==> config.mk <==
export PLATFORM = sky130hd
export DESIGN_NAME = reverse_convertor
export DESIGN_NICKNAME = d
export VERILOG_FILES = /design/src/rtl/reverse_convertor.sv
export SDC_FILE = /design/constraint.sdc
export NUM_CORES = 1
export LEC_CHECK = 0
export ABC_CLOCK_PERIOD_IN_PS = 2500
export CAP_MARGIN = 20
export CORE_UTILIZATION = 43
export CTS_BUF_LIST = sky130_fd_sc_hd__clkbuf_16
export DETAILED_ROUTE_END_ITERATION = 16
export PLACE_DENSITY = 0.63
export SETUP_SLACK_MARGIN = 0.15
export SLEW_MARGIN = 25
export SYNTH_ARGS = -nofsm -noshare
export SYNTH_HDL_FRONTEND = slang
export SYNTH_SLANG_ARGS = --single-unit
==> constraint.sdc <==
create_clock -name clk -period 2.5 [get_ports clk]
set_clock_uncertainty 0.1 [all_clocks]
set_input_delay 0.5 -clock clk [delete_from_list [all_inputs] [get_ports clk]]
set_output_delay 0.5 -clock clk [all_outputs]
set_load 0.03 [all_outputs]
==> src/rtl/reverse_convertor.sv <==
// Multi-cycle code converter: Gray, two-digit BCD or Excess-3 operand to binary.
// One operand is captured per request; the result and its validity flag are published from CHECK.
module reverse_convertor (
    input  logic       clk,
    input  logic       rst,
    input  logic       start,
    input  logic [1:0] sel,
    input  logic [7:0] code_in,
    output logic [6:0] bin_out,
    output logic       busy,
    output logic       done,
    output logic       err,
    output logic [2:0] state
);

    typedef enum logic [2:0] {
        ST_IDLE  = 3'd0,
        ST_LOAD  = 3'd1,
        ST_CONV  = 3'd2,
        ST_CHECK = 3'd3,
        ST_DONE  = 3'd4
    } state_t;

    localparam logic [1:0] SEL_GRAY = 2'b00;
    localparam logic [1:0] SEL_BCD  = 2'b01;
    localparam logic [1:0] SEL_XS3  = 2'b10;

    state_t     state_reg, state_next;
    logic [1:0] sel_reg;
    logic [7:0] code_reg;
    logic [6:0] acc_reg, acc_next;
    logic [1:0] cnt_reg;
    logic [6:0] bin_reg;
    logic       err_reg, err_next;
    logic [3:0] tens, units;

    assign tens  = code_reg[7:4];
    assign units = code_reg[3:0];

    always_comb begin
        state_next = state_reg;
        case (state_reg)
            ST_IDLE:  if (start) state_next = ST_LOAD;
            ST_LOAD:  state_next = ST_CONV;
            ST_CONV:  if (cnt_reg == 2'd3) state_next = ST_CHECK;
            ST_CHECK: state_next = ST_DONE;
            ST_DONE:  state_next = ST_IDLE;
            default:  state_next = ST_IDLE;
        endcase
    end

    // One conversion step per CONV cycle, selected by the iteration counter.
    always_comb begin
        acc_next = acc_reg;
        case (sel_reg)
            SEL_GRAY: begin
                case (cnt_reg)
                    2'd0: acc_next[3] = code_reg[3];
                    2'd1: acc_next[2] = acc_reg[3] ^ code_reg[2];
                    2'd2: acc_next[1] = acc_reg[2] ^ code_reg[1];
                    default: acc_next[0] = acc_reg[1] ^ code_reg[0];
                endcase
            end
            SEL_BCD: begin
                case (cnt_reg)
                    2'd0: acc_next = {tens, 3'b000};
                    2'd1: acc_next = acc_reg + {2'b00, tens, 1'b0};
                    2'd2: acc_next = acc_reg + {3'b000, units};
                    default: acc_next = acc_reg;
                endcase
            end
            SEL_XS3: begin
                if (cnt_reg == 2'd0) acc_next = {3'b000, units - 4'd3};
            end
            default: acc_next = acc_reg;
        endcase
    end

    always_comb begin
        err_next = 1'b0;
        case (sel_reg)
            SEL_GRAY: err_next = 1'b0;
            SEL_BCD:  err_next = (tens > 4'd9) || (units > 4'd9);
            SEL_XS3:  err_next = (units < 4'd3) || (units > 4'd12);
            default:  err_next = 1'b1;
        endcase
    end

    always_ff @(posedge clk) begin
        if (!rst) begin
            state_reg <= ST_IDLE;
            sel_reg   <= 2'b00;
            code_reg  <= 8'h00;
            acc_reg   <= 7'd0;
            cnt_reg   <= 2'd0;
            bin_reg   <= 7'd0;
            err_reg   <= 1'b0;
        end else begin
            state_reg <= state_next;
            case (state_reg)
                ST_IDLE: begin
                    if (start) begin
                        sel_reg  <= sel;
                        code_reg <= code_in;
                    end
                end
                ST_LOAD: begin
                    acc_reg <= 7'd0;
                    cnt_reg <= 2'd0;
                end
                ST_CONV: begin
                    acc_reg <= acc_next;
                    cnt_reg <= cnt_reg + 2'd1;
                end
                ST_CHECK: begin
                    err_reg <= err_next;
                    bin_reg <= err_next ? 7'd0 : acc_reg;
                end
                default: ;
            endcase
        end
    end

    assign bin_out = bin_reg;
    assign err     = err_reg;
    assign busy    = (state_reg != ST_IDLE);
    assign done    = (state_reg == ST_DONE);
    assign state   = state_reg;

endmodule

==> key figures <==
Run status
  • Status: finished, final reports clean

Clock network
  • Clk pin slew, worst setup/hold paths: around 0.050 ns
  • CTS tree: yes
  • Clock buffer depth: 2
  • Sink Count: 30
  • Clk Tree Root Cell: clkbuf_16
  • CTS-repair resized insts: 2
  • CTS Hold Buffers Added: 0
  • Num CTS Buffers: 5
  • H-Tree Level Count: 2
  • Total setup buffers inserted after CTS: 0
  • Worst-Skew Late Latency: approximately 0.28 ns

Route
  • Antenna-violating nets left: 0
  • Routed len/inst: 15.4 um
  • Initial DRC Count: between 100 and 150
  • Drt total wl: between 5 and 6 mm
  • Vias: 1894
  • Vias/cell: 5.60
  • Detailed-router iteration count before antenna repair: 6
  • Remaining routing DRC violations: 0

Placed design
  • HPWL after DPL: about 3.8 mm
  • Area after DPL: about 2400 um^2
  • Final GP Congestion: around 0.86
  • Port Buffers: 25

Global routing
  • GR Layer Usage met2: 0.357
  • Antenna violations before repair: 0
  • First-pass GRT wire length: roughly 9 mm
  • Total grt overflow: 0
  • Most used routing layer: met2
  • Vias in the first global route: 1865
  • Met3 GRT Util: 0.0470
  • Met1 Use GR: 0.319
  • Gr usage total: 0.232
  • Largest net degree at the start of global routing: 20

Logic synthesis
  • Post-Syn Instances: ~260
  • Yosys cell types: 49
  • Total of warnings raised by yosys: 0
  • Cell Area, Synth: 2060 um^2
  • Yosys reg bits: 30
  • Net Count, Synth: between 200 and 300
  • Sequential fraction of the synthesis area: 0.292
  • Avg Inst Size Synth: between 8 and 9 um^2

Timing
  • RSZ-0062 raised after global routing: false
  • Final Hold Vio Count: 0
  • Post-route minimum period: ~2.2 ns
  • Achievable Freq: approximately 450 MHz
  • Min Hold Slack: 0.391 ns
  • Final worst-path cycle share: 0.887
  • Final setup vio count: 0
  • TNS Setup: 0 ns
  • Slew at the pin closest to its max-slew limit: about 0.62 ns
  • Max-slew violation count: 0
  • Worst relative slew slack: 0.584

Setup path
  • Reg2Reg Depth: 7
  • Worst Path Max Fanout: 9
  • Critical path's slowest cell: clkdlybuf4s50_1
  • Critical Path Source Type: flop
  • Worst R2R End: acc_reg[6]
  • Max stage delay on crit path: 0.65 ns
  • Worst path cell trace: nor3_2 -> inv_1 -> clkdlybuf4s50_1
  • Critical Path RT: 1.90 ns
  • Reg2reg start: code_reg[1]
  • Crit path kind: reg2out
  • Flop-to-flop setup slack: 0.35 ns
  • Critical path endpoint category: output port
  • CP Launch Point: state[1]
  • Worst path arrival time: 1.62 ns

Power
  • Total design power: between 1000 and 1500 uW
  • Maximum VDD drop: approximately 0.38 mV
  • P_leak: just over 0.001 uW
  • Power density cells: approximately 520 nW/um^2

Finish
  • Layout cells sized above 1: 0.0874
  • Area delta synth->final: 23.4%
  • Final instance area: 2540 um^2
  • Max FFs per register: 8
  • Layout net count: 320
  • N_diodes: 0
  • Fillers: 431

Floorplanning
  • Initial core utilization: 0.460
  • Chip Height: a little over 70 um
  • Core area: approximately 4500 um^2
  • Num ports: 26
  • Row count: 24
  • Die Wd: between 70 and 80 um
  • Die Footprint: 5060 um^2

Job
  • MaxCap Viol Count: 0

Worst hold path
  • Min-delay src: sel_reg[1]
  • Min-Delay Path Depth: 2
  • Hold/Removal Path Class: reg2reg
  • Min-Delay Endpoint: sel_reg[1]
==> worst max-delay path by stage <==
| stage | to | slack, ns | cells past startpoint |
|---|---|---|---|
| after CTS | busy | 0.25 | 3 |
| after floorplan | done | 0.44 | 2 |
| final | busy | 0.28 | 3 |
| after global placement | done | 0.37 | 3 |
| after detailed placement | acc_reg[6] | 0.35 | 7 |
| after global routing | acc_reg[6] | 0.18 | 7 |
==> metal layers <==
layer	part of all wire	vias up
li1	-	969
met3	0.046	8
met5	0	-
met2	0.47	44
met1	0.48	873
met4	0.013	0
==> cell type report <==
type,count,area (um^2),area share
clock buffer,5,125,0.0493
tap,52,65.1,0.0256
multi-input combinational,195,1340,0.529
timing repair buffer,35,324,0.128
inverter,18,67.6,0.0266
sequential,30,602,0.237
clock inverter,3,12.5,0.00493
==> cell usage in the layout, fill, tap and decap left out, types with 2 or more instances in the layout <==
| cell type | synthesis | routed |
|---|---|---|
| xnor2_1 | 6 | 6 |
| o31ai_1 | 4 | 4 |
| dfxtp_1 | 30 | 29 |
| nor2b_1 | 4 | 4 |
| and3_1 | 2 | 2 |
| o22ai_1 | 2 | 2 |
| xor2_1 | 2 | 2 |
| mux2i_1 | 6 | 6 |
| nand3_1 | 7 | 7 |
| o21ai_0 | 9 | 9 |
| inv_1 | 18 | 19 |
| a31oi_1 | 6 | 6 |
| nand2b_1 | 4 | 4 |
| nor2_1 | 19 | 19 |
| clkbuf_16 | 0 | 5 |
| a22oi_1 | 7 | 7 |
| clkdlybuf4s50_1 | 0 | 24 |
| o211ai_1 | 5 | 5 |
| a311oi_1 | 2 | 2 |
| a21oi_1 | 20 | 20 |
| a21o_1 | 2 | 2 |
| nor3_1 | 10 | 9 |
| and2_1 | 2 | 2 |
| nand2_1 | 33 | 33 |
| ha_1 | 20 | 20 |
| fa_1 | 2 | 2 |
| buf_4 | 0 | 10 |
==> where the power goes <==
group	leakage [uW]	internal, uW	total, uW	switching (uW)
registers	0.000244	496	523	27.8
logic	0.000701	99.5	228	129
clock network	0.0000724	359	570	211
==> worst max-delay path: cells and delay by family (launching register included) <==
kind                   cells  cell delay [ns]
buffers and inverters      2             0.71
DFF                        1             0.52
and+or+nand+nor            1             0.10
==> cells in the mapped netlist, drive strengths merged <==
| library cell | number | area (um^2) |
|---|---|---|
| o21ba | 1 | 10.0 |
| a221oi | 1 | 8.76 |
| o211ai | 5 | 37.5 |
| ha | 20 | 250 |
| nand2 | 33 | 124 |
| nor3 | 10 | 50.1 |
| a2bb2oi | 1 | 8.76 |
| a31oi | 6 | 37.5 |
| o22a | 1 | 8.76 |
| o2111ai | 1 | 8.76 |
| mux2i | 6 | 60.1 |
| nand3 | 7 | 35.0 |
| o311ai | 1 | 8.76 |
| a2111oi | 2 | 36.3 |
| o31ai | 4 | 30.0 |
| nor4b | 1 | 8.76 |
| nor2 | 19 | 71.3 |
| a21oi | 20 | 100 |
| a21o | 2 | 15.0 |
| o21a | 1 | 7.51 |
| nor2b | 4 | 25.0 |
| and3b | 1 | 8.76 |
| a31o | 1 | 8.76 |
| and3 | 2 | 12.5 |
| a311oi | 2 | 17.5 |
| o22ai | 2 | 12.5 |
| a32oi | 1 | 8.76 |
| a21boi | 1 | 7.51 |
| and2 | 2 | 12.5 |
| a32o | 1 | 10.0 |
| fa | 2 | 40.0 |
| o21ai | 11 | 58.8 |
| nand2b | 4 | 25.0 |
| o211a | 1 | 10.0 |
| nor3b | 1 | 12.5 |
| inv | 18 | 67.6 |
| o2bb2ai | 1 | 8.76 |
| dfxtp | 30 | 601 |
| xor2 | 2 | 17.5 |
| buf | 7 | 38.8 |
| clkbuf | 5 | 18.8 |
| a22oi | 7 | 52.6 |
| xnor2 | 6 | 52.6 |
| and4bb | 1 | 12.5 |
==> logic make-up after synthesis <==
logic type,after synthesis,share of synthesized area
compound gates,74,0.249
mux,6,0.0292
simple gates,85,0.193
flops,30,0.292
fa+ha+maj,22,0.141
xor+xnor,8,0.0341
buf+inv,30,0.0608
==> stage by stage <==
step | util | setup WS (ns) | instances
floorplan | - | 0.440 | 255
global placement | 0.534 | 0.365 | 330
detailed placement | 0.534 | 0.349 | 330
CTS | 0.565 | 0.253 | 338
global route | 0.567 | 0.184 | 338
finish | 0.567 | 0.282 | 338
(Power assumes the default switching activity.)
